===== src/rtl/ahb_pattern_master_if.sv =====
// AHB-Lite bus bundle between the pattern master and its single SRAM slave.
// The master drives the address/control/write-data side; the slave answers with ready, response and read data.
interface ahb_pattern_master_if;
    logic        hsel;
    logic        hwrite;
    logic        hready;
    logic [2:0]  hsize;
    logic [2:0]  hburst;
    logic [1:0]  htrans;
    logic [31:0] haddr;
    logic [31:0] hwdata;
    logic        hready_resp;
    logic [1:0]  hresp;
    logic [31:0] hrdata;

    modport master (
        output hsel, hwrite, hready, hsize, hburst, htrans, haddr, hwdata,
        input  hready_resp, hresp, hrdata
    );

    modport slave (
        input  hsel, hwrite, hready, hsize, hburst, htrans, haddr, hwdata,
        output hready_resp, hresp, hrdata
    );
endinterface


===== src/rtl/ahb_pattern_master.sv =====
// Writes seed-derived pattern over NUM_BEATS words in INCR bursts, reads back and counts mismatches.
// Zero-wait pass takes 2*NUM_BEATS+4 cycles from start to done; hready_resp low freezes every bus output.
module ahb_pattern_master #(
    parameter logic [31:0] BASE_ADDR = 32'h0000_0000,
    parameter int          NUM_BEATS = 16
) (
    input  logic                       hclk,
    input  logic                       hreset,
    input  logic                       start,
    input  logic [1:0]                 mode,
    input  logic [31:0]                seed,
    ahb_pattern_master_if.master       bus,
    output logic                       busy,
    output logic                       done,
    output logic                       err,
    output logic [15:0]                err_cnt,
    output logic [31:0]                fail_addr
);

    localparam logic [1:0]  HT_IDLE   = 2'b00;
    localparam logic [1:0]  HT_NONSEQ = 2'b10;
    localparam logic [1:0]  HT_SEQ    = 2'b11;
    localparam logic [1:0]  RESP_ERR  = 2'b01;
    localparam logic [15:0] LAST_IDX  = 16'(NUM_BEATS - 1);

    typedef enum logic [2:0] {
        S_IDLE,
        S_WR_ADDR,
        S_WR_LAST,
        S_GAP,
        S_RD_ADDR,
        S_RD_LAST,
        S_DONE
    } state_t;

    state_t      state_q;
    logic        hsel_q;
    logic        hwrite_q;
    logic [1:0]  htrans_q;
    logic [31:0] haddr_q;
    logic [31:0] hwdata_q;
    logic [15:0] cnt_q;
    logic        dph_vld_q;
    logic        dph_write_q;
    logic [15:0] dph_idx_q;
    logic [31:0] seed_q;
    logic        wr_only_q;
    logic        abort_q;
    logic        busy_q;
    logic        done_q;
    logic        err_q;
    logic [15:0] err_cnt_q;
    logic [31:0] fail_addr_q;

    logic [31:0] haddr_d;
    logic [15:0] cnt_d;
    logic        addr_acc;
    logic        dph_done;
    logic        err_first;
    logic        rd_mis;

    function automatic logic [31:0] pattern(input logic [31:0] s, input logic [15:0] i);
        return s ^ {i, ~i};
    endfunction

    assign haddr_d   = haddr_q + 32'd4;
    assign cnt_d     = cnt_q + 16'd1;
    assign addr_acc  = bus.hready_resp && htrans_q[1];
    assign dph_done  = bus.hready_resp && dph_vld_q;
    // First cycle of a two-cycle ERROR: the pending address must be withdrawn next cycle.
    assign err_first = dph_vld_q && !bus.hready_resp && (bus.hresp == RESP_ERR);
    assign rd_mis    = dph_done && !dph_write_q && (bus.hresp != RESP_ERR) &&
                       (bus.hrdata != pattern(seed_q, dph_idx_q));

    always_ff @(posedge hclk) begin
        if (hreset) begin
            state_q     <= S_IDLE;
            hsel_q      <= 1'b0;
            hwrite_q    <= 1'b0;
            htrans_q    <= HT_IDLE;
            haddr_q     <= 32'd0;
            hwdata_q    <= 32'd0;
            cnt_q       <= 16'd0;
            dph_vld_q   <= 1'b0;
            dph_write_q <= 1'b0;
            dph_idx_q   <= 16'd0;
            seed_q      <= 32'd0;
            wr_only_q   <= 1'b0;
            abort_q     <= 1'b0;
            busy_q      <= 1'b0;
            done_q      <= 1'b0;
            err_q       <= 1'b0;
            err_cnt_q   <= 16'd0;
            fail_addr_q <= 32'd0;
        end else begin
            done_q <= 1'b0;
            if (dph_done) begin
                dph_vld_q <= 1'b0;
            end
            if (rd_mis) begin
                if (err_cnt_q != 16'hFFFF) begin
                    err_cnt_q <= err_cnt_q + 16'd1;
                end
                if (err_cnt_q == 16'd0) begin
                    fail_addr_q <= BASE_ADDR + {14'd0, dph_idx_q, 2'b00};
                end
            end

            case (state_q)
                S_IDLE: begin
                    if (start) begin
                        seed_q      <= seed;
                        wr_only_q   <= (mode == 2'b01);
                        abort_q     <= 1'b0;
                        err_q       <= 1'b0;
                        err_cnt_q   <= 16'd0;
                        fail_addr_q <= 32'd0;
                        cnt_q       <= 16'd0;
                        haddr_q     <= BASE_ADDR;
                        htrans_q    <= HT_NONSEQ;
                        hsel_q      <= 1'b1;
                        busy_q      <= 1'b1;
                        hwrite_q    <= (mode != 2'b10);
                        state_q     <= (mode == 2'b10) ? S_RD_ADDR : S_WR_ADDR;
                    end
                end

                S_WR_ADDR, S_RD_ADDR: begin
                    if (err_first) begin
                        htrans_q <= HT_IDLE;
                        err_q    <= 1'b1;
                        abort_q  <= 1'b1;
                        state_q  <= (state_q == S_WR_ADDR) ? S_WR_LAST : S_RD_LAST;
                    end else if (addr_acc) begin
                        dph_vld_q   <= 1'b1;
                        dph_write_q <= hwrite_q;
                        dph_idx_q   <= cnt_q;
                        if (hwrite_q) begin
                            hwdata_q <= pattern(seed_q, cnt_q);
                        end
                        if (cnt_q == LAST_IDX) begin
                            htrans_q <= HT_IDLE;
                            state_q  <= (state_q == S_WR_ADDR) ? S_WR_LAST : S_RD_LAST;
                        end else begin
                            cnt_q    <= cnt_d;
                            haddr_q  <= haddr_d;
                            // Bursts may not cross a 1 KB boundary, so restart with NONSEQ there.
                            htrans_q <= (haddr_d[9:0] == 10'd0) ? HT_NONSEQ : HT_SEQ;
                        end
                    end
                end

                S_WR_LAST, S_RD_LAST: begin
                    if (err_first) begin
                        err_q   <= 1'b1;
                        abort_q <= 1'b1;
                    end else if (dph_done) begin
                        if (abort_q || wr_only_q || (state_q == S_RD_LAST)) begin
                            state_q  <= S_DONE;
                            done_q   <= 1'b1;
                            busy_q   <= 1'b0;
                            hsel_q   <= 1'b0;
                            htrans_q <= HT_IDLE;
                            hwrite_q <= 1'b0;
                        end else begin
                            state_q  <= S_GAP;
                            hwrite_q <= 1'b0;
                        end
                    end
                end

                S_GAP: begin
                    state_q  <= S_RD_ADDR;
                    cnt_q    <= 16'd0;
                    haddr_q  <= BASE_ADDR;
                    htrans_q <= HT_NONSEQ;
                    hwrite_q <= 1'b0;
                end

                S_DONE: begin
                    state_q <= S_IDLE;
                end

                default: begin
                    state_q <= S_IDLE;
                end
            endcase
        end
    end

    assign bus.hsel   = hsel_q;
    assign bus.hwrite = hwrite_q;
    assign bus.hready = bus.hready_resp;
    assign bus.hsize  = 3'b010;
    assign bus.hburst = 3'b001;
    assign bus.htrans = htrans_q;
    assign bus.haddr  = haddr_q;
    assign bus.hwdata = hwdata_q;

    assign busy      = busy_q;
    assign done      = done_q;
    assign err       = err_q;
    assign err_cnt   = err_cnt_q;
    assign fail_addr = fail_addr_q;

endmodule


===== src/flat_wrapper.sv =====
// flat-port wrapper written by rule: the top's interface ports become plain ports
module ahb_pattern_master_flat 
#(
    parameter logic [31:0] BASE_ADDR = 32'h0000_0000,
    parameter int          NUM_BEATS = 16
)
  (hclk, hreset, start, mode, seed, busy, done, err, err_cnt, fail_addr, bus_hsel, bus_hwrite, bus_hready, bus_hsize, bus_hburst, bus_htrans, bus_haddr, bus_hwdata, bus_hready_resp, bus_hresp, bus_hrdata);
  ahb_pattern_master_if bus_i ();
  input  logic hclk;
  input  logic hreset;
  input  logic start;
  input  logic [1:0] mode;
  input  logic [31:0] seed;
  output logic busy;
  output logic done;
  output logic err;
  output logic [15:0] err_cnt;
  output logic [31:0] fail_addr;
  output wire logic [$bits(bus_i.hsel)-1:0] bus_hsel;
  output wire logic [$bits(bus_i.hwrite)-1:0] bus_hwrite;
  output wire logic [$bits(bus_i.hready)-1:0] bus_hready;
  output wire logic [$bits(bus_i.hsize)-1:0] bus_hsize;
  output wire logic [$bits(bus_i.hburst)-1:0] bus_hburst;
  output wire logic [$bits(bus_i.htrans)-1:0] bus_htrans;
  output wire logic [$bits(bus_i.haddr)-1:0] bus_haddr;
  output wire logic [$bits(bus_i.hwdata)-1:0] bus_hwdata;
  input wire logic [$bits(bus_i.hready_resp)-1:0] bus_hready_resp;
  input wire logic [$bits(bus_i.hresp)-1:0] bus_hresp;
  input wire logic [$bits(bus_i.hrdata)-1:0] bus_hrdata;
  assign bus_hsel = bus_i.hsel;
  assign bus_hwrite = bus_i.hwrite;
  assign bus_hready = bus_i.hready;
  assign bus_hsize = bus_i.hsize;
  assign bus_hburst = bus_i.hburst;
  assign bus_htrans = bus_i.htrans;
  assign bus_haddr = bus_i.haddr;
  assign bus_hwdata = bus_i.hwdata;
  assign bus_i.hready_resp = bus_hready_resp;
  assign bus_i.hresp = bus_hresp;
  assign bus_i.hrdata = bus_hrdata;
  ahb_pattern_master #(.BASE_ADDR(BASE_ADDR), .NUM_BEATS(NUM_BEATS)) u_core (.hclk(hclk), .hreset(hreset), .start(start), .mode(mode), .seed(seed), .bus(bus_i), .busy(busy), .done(done), .err(err), .err_cnt(err_cnt), .fail_addr(fail_addr));
endmodule

===== config.mk =====
export PLATFORM = sky130hd
export DESIGN_NAME = ahb_pattern_master_flat
export DESIGN_NICKNAME = d
export VERILOG_FILES = /design/src/rtl/ahb_pattern_master_if.sv /design/src/rtl/ahb_pattern_master.sv /design/src/flat_wrapper.sv
export SDC_FILE = /design/constraint.sdc
export NUM_CORES = 1
export LEC_CHECK = 0
export CELL_PAD_IN_SITES_DETAIL_PLACEMENT = 0
export CELL_PAD_IN_SITES_GLOBAL_PLACEMENT = 1
export CORE_MARGIN = 5
export CORE_UTILIZATION = 34
export DETAILED_ROUTE_END_ITERATION = 12
export PLACE_DENSITY = 0.85
export SLEW_MARGIN = 30
export SYNTH_ARGS = -nofsm -noshare
export SYNTH_HDL_FRONTEND = slang
export SYNTH_SLANG_ARGS = --single-unit
export TNS_END_PERCENT = 100

===== constraint.sdc =====
create_clock -name hclk -period 2.5 [get_ports hclk]
set_input_delay 0.375 -clock hclk [delete_from_list [all_inputs] [get_ports hclk]]
set_output_delay 0.375 -clock hclk [all_outputs]
set_load 0.05 [all_outputs]

# After elaboration in Yosys (flattened, before gate mapping)
# Cells that the tools add are included.
# totals
ff_bits,188
latchBits,0
mem_bits_rw,0
mem_bits_ro,0
input_bits,72
output_inout_bits,126
memories,0
# classes
n_addsub,3
multipliers,0
div,0
magnitude_cmp,0
eq_ne,23
n_shift,0
n_mux,54
bitwise_logic,7
n_reduce_logical,32
# ops
cell,count
2-to-1 mux 32 bit,8
2-to-1 mux 16 bit,8
one-hot mux 32 bit (3 select lines),1
bitwise XOR 32 bit,2
one-hot mux 16 bit (3 select lines),1
adder 16 x 1 -> 16 bit (second input constant),2
adder 32 x 3 -> 32 bit (second input constant),1
inequality test 32 bit,1
NOT 16 bit,2
2-to-1 mux 3 bit,9
== test 16 x 4 -> 1 bit (second input constant),1
zero test 16 bit,1
inequality test 16 bit (second input constant),1
2-to-1 mux 1 bit,15
AND reduction 5 bit,3
2-to-1 mux 2 bit,7
one-hot mux 3 bit (4 select lines),1
zero test 10 bit,1
inequality test 2 x 1 -> 1 bit (second input constant),5
inequality test 2 bit (second input constant),5
one-hot mux 2 bit (4 select lines),1
AND reduction 4 bit,2
OR reduction 4 bit,2
logical AND 1 bit,7
other kinds (19),32

# Logic depth before layout (Yosys ltp)
# Gate-level depths: netlist of run 1.
# logic_depth
word_depth,7
depth_mapped,10

# Least setup slack after synthesis of run 1
# OpenSTA, ideal clock, no wires.
# synth_timing
path_type,reg2reg
startpoint,"register u_core.haddr_q[9], in the netlist u_core.bus.haddr[9]"
endpoint,"register u_core.haddr_q[25], in the netlist u_core.bus.haddr[25]"
arrival_time_ps,2401
required_time_ps,2372
slack_ps,-29
stages_incl_launch_ff,8
path_buffers,1
path_cell_list,dfxtp_1 > and4_1 > nand4_1 > or3_1 > clkbuf_1 > nor4b_1 > xnor2_1 > nor2_1
# synth_via
elab_chain_len,5
# synth_rtl
element,line_no,rtl
start: declaration,ahb_pattern_master.sv:40,logic [31:0] haddr_q;
start signal: assignment,ahb_pattern_master.sv:146,haddr_q <= haddr_d;
adder 32 x 3 -> 32 bit,ahb_pattern_master.sv:66,assign haddr_d = haddr_q + 32'd4;
2-to-1 mux 32 bit,ahb_pattern_master.sv:141,if (cnt_q == LAST_IDX) begin
2-to-1 mux 32 bit,ahb_pattern_master.sv:134,end else if (addr_acc) begin
2-to-1 mux 32 bit,ahb_pattern_master.sv:129,if (err_first) begin
one-hot mux 32 bit (3 select lines),ahb_pattern_master.sv:109,case (state_q)
# Every way passes these cells. The select of a mux whose other input is x is not followed.
# A chain may end at the register's enable or synchronous reset.

# Worst setup path in the final report of run 1
# layout_timing
startpoint,register u_core.seed_q[0]
endpoint,"register u_core.err_cnt_q[12], in the netlist u_core.err_cnt[12]"
# layout_via
elab_chain_len,6
# layout_rtl
element,line_no,rtl
start: declaration,ahb_pattern_master.sv:46,logic [31:0] seed_q;
start signal: assignment,ahb_pattern_master.sv:87,seed_q <= 32'd0;
start signal: assignment,ahb_pattern_master.sv:112,seed_q <= seed;
bitwise XOR 32 bit *,ahb_pattern_master.sv:63,"return s ^ {i, ~i};"
inequality test 32 bit *,ahb_pattern_master.sv:73,"(bus.hrdata != pattern(seed_q, dph_idx_q));"
logical AND 1 bit *,ahb_pattern_master.sv:72,assign rd_mis = dph_done && !dph_write_q && (bus.hresp != RESP_ERR) &&
2-to-1 mux 16 bit *,ahb_pattern_master.sv:100,if (rd_mis) begin
2-to-1 mux 16 bit,ahb_pattern_master.sv:111,if (start) begin
2-to-1 mux 16 bit *,ahb_pattern_master.sv:109,
end signal: assignment,ahb_pattern_master.sv:102,err_cnt_q <= err_cnt_q + 16'd1;
end: declaration,ahb_pattern_master.sv:52,logic [15:0] err_cnt_q;
# Mark *: on every way between the ends. The rest lies on a longest branch, timed or not.

==> impl_metrics.tcl, run 1 <==
set metrics [dict create \
    cts_buffers 17 \
    cts_tree "yes" \
    drt-initial-drc-count 517 \
    ys.flop_type "dfxtp_1" \
    post-route-period-util_pct 97.4 \
    start_kind "flop" \
    dp_hpwl_microns 21200 \
    postSynthAreaPerCell_sq_um 8.82 \
    syn_inst 1007 \
    critPathCaptureType "flop" \
    multi_input_comb_area_sq_um 4830 \
    synth-seq-cells 186 \
    io_buffers 189 \
    grt_max_degree 45 \
    seqCellArea_sq_um 3730 \
    synth.most_common_cell "dfxtp_1" \
    max_slew.worst_pin.slew_ns 0.609 \
    status "complete, no violations" \
    seq_area_frac_synth_pct 41.9 \
    vias 8167 \
    ys_warn_count 0 \
    grt_pass1_wl_microns 43600 \
    post-place-ws_ns -0.402 \
    synth_area_leader_cell "dfxtp_1" \
    synthTopCellsByCount "dfxtp_1 (186), nand2_1 (149), a21oi_1 (89), nor2_1 (89), xnor2_1 (74)" \
    start_util_pct 34.3 \
    antenna_found_initial 4 \
    required_ns 2.86 \
    cp-startpoint "u_core.seed_q[0]" \
    vias_per_cell 5.14 \
    rows 59 \
    hold_viol 0 \
    grt_overflow 0 \
    r2r_start "u_core.seed_q[0]" \
    max_clock_freq_mhz 411 \
    synth_area_leaders "dfxtp_1 (42%), xnor2_1 (7.3%), nand2_1 (6.3%)" \
    p_per_area_nw_per_um2 696 \
    die_area_sq_um 29400 \
    totalWireLength_microns 28400 \
    drive_gt1_share_pct 15.5 \
    cts.sinks 186 \
    grt_pass1_vias 7783 \
    boundaryPins 198 \
    drcViolationCount 0 \
    syn_area_sq_um 8880 \
    drv_slew 0 \
    path_class "reg -> reg" \
    dp.cells 1556 \
    slew_headroom_pct 59.3 \
    cts-hold-fix-buffers 0 \
    cp_data_arrival_time_ns 2.79 \
    clk_latency_ns 0.45 \
    instances_no_fill 1590 \
    cap_violations 0 \
    postRouteAntennaNets 0 \
    die_y_microns 172 \
    worstHoldStart "hreset" \
    p_leak_nw 4.40 \
    syn_to_final_growth_pct 39.8 \
    post-route-min-period_ns 2.43 \
    clock_path_buffers 2 \
    nets 1319 \
    num_antenna_cells 0 \
    cts-htree-levels 4 \
    finalClockSkew_ns 0.0189 \
    irDropWorstVdd_mv 0.501 \
    path_clk_slew_ns 0.08 \
    cp_max_fo 6 \
    core_area_sq_um 25900 \
    hold_class "in -> reg" \
    gp_congestion 0.896 \
    wl_per_cell_microns 17.8 \
    fin_util_pct 47.9 \
    async_reset_ff_share_pct 0 \
    die_w_microns 172 \
    dr.pass1.iters 5 \
    root_buffer "clkbuf_16" \
    hold_ws_ns 0.329 \
    nFillCells 2442 \
    fin_ws_ns 0.0660 \
    yosys.area.top_type_share_pct 41.9 \
    synth-edff-count 0 \
    setup_viol 0 \
    track_usage_pct 18.9 \
    yosysUniqueCellTypes 73 \
]
==> path summary, 6_finish.rpt <==
check	to	slack [ns]	cells past startpoint
hold reg to reg	u_core.wr_only_q	0.45	2
hold / removal	u_core.dph_vld_q	0.33	2
setup reg to reg	u_core.err_cnt[12]	0.07	7
setup / recovery	u_core.err_cnt[12]	0.07	7
==> flip-flops by register name, summed over array words and instances (netlist names) <==
register	cells
u_core.bus.hwdata	32
u_core.fail_addr	32
u_core.seed_q	32
u_core.bus.haddr	30
u_core.cnt_q	16
u_core.dph_idx_q	16
u_core.err_cnt	16
u_core.state_q	3
u_core.bus.htrans	2
u_core.bus.hsel	1
u_core.bus.hwrite	1
u_core.done	1
u_core.dph_vld_q	1
u_core.dph_write_q	1
u_core.err	1
u_core.wr_only_q	1
==> placed cells by master (no fill, tap or decap), drive strengths merged, types with 6 or more instances in the layout <==
cell / count
or3: 12
inv: 15
nor2: 89
a21oi: 95
xnor2: 74
nand3: 42
nor4: 28
nand2: 149
conb: 8
dfxtp: 186
xor3: 11
mux2i: 20
a211oi: 17
and3: 28
clkbuf: 17
o21ai: 17
clkdlybuf4s50: 185
xnor3: 15
clkinv: 12
or4: 9
nand4: 14
and4: 6
buf: 103
nor3: 23
==> power breakdown <==
part           leakage (nW)  internal [mW]  total [mW]  switching, mW
sequential             1.51           3.15        3.35          0.200
combinational          2.59           1.09        2.48           1.39
clock                 0.305           1.38        2.82           1.43
==> kinds of logic (layout without fill, tap and decap cells) <==
family	after synthesis	in the layout	share of synthesized area, %
simple gates	438	438	24.4
flops	186	186	41.9
compound gates	160	160	11.2
xor+xnor	104	104	14.6
buf+inv	92	334	4.88
mux	20	20	2.25
fa+ha+maj	5	5	0.705
other cells	2	8	0.0846
==> repair_timing <==
| item | in CTS | in global routing |
|---|---|---|
| buffers inserted | 1 | 0 |
| setup endpoints to repair | 40 | 26 |
| pin swaps | 4 | 10 |
| gates resized for setup | 9 | 10 |
| gates cloned | 1 | 0 |
==> area by class of cell <==
class | count | share of cell area, %
Tap cell | 335 | 3.38
Multi-Input combinational cell | 735 | 38.9
Clock inverter | 15 | 1.74
Sequential cell | 186 | 30.1
Timing Repair Buffer | 290 | 22.1
Clock buffer | 17 | 3.43
Inverter | 12 | 0.363
==> metrics by stage <==
step                      instance area, sq um  power, mW  setup TNS, ns
final                                    12400       8.64              0
after global routing                     12400       9.05        -0.0197
after CTS                                12400       8.69              0
after detailed placement                 11700       5.88         -19.55
after global placement                   11600       5.81         -21.16
after floorplan                           8900       4.87              0
==> worst max-delay path, cell delays in order, from the launching register on <==
cell	delay [ns]
dfxtp_1	0.34
xnor3_2	0.47
or4_4	0.47
nor4_4	0.30
buf_4	0.17
a41oi_4	0.14
and3_1	0.22
a311oi_1	0.23
==> metal layers <==
metal	vias up	global-route usage [%]	share of wire (%)
li1	3959	-	-
met1	3859	24.5	42
met2	288	30.4	46
met3	53	5.58	8.7
met4	8	5.65	2.5
met5	-	0	0.19
No activity file was read; power rests on OpenSTA's default activity.
==> run 2, diff against run 1 <==
--- a/config.mk
+++ b/config.mk
@@ -15,4 +15,3 @@
 export SYNTH_ARGS = -nofsm -noshare
 export SYNTH_HDL_FRONTEND = slang
 export SYNTH_SLANG_ARGS = --single-unit
-export TNS_END_PERCENT = 100
==> results of run 2 <==
Same layout as run 1: the final DEF is identical, and so are final timing and power.
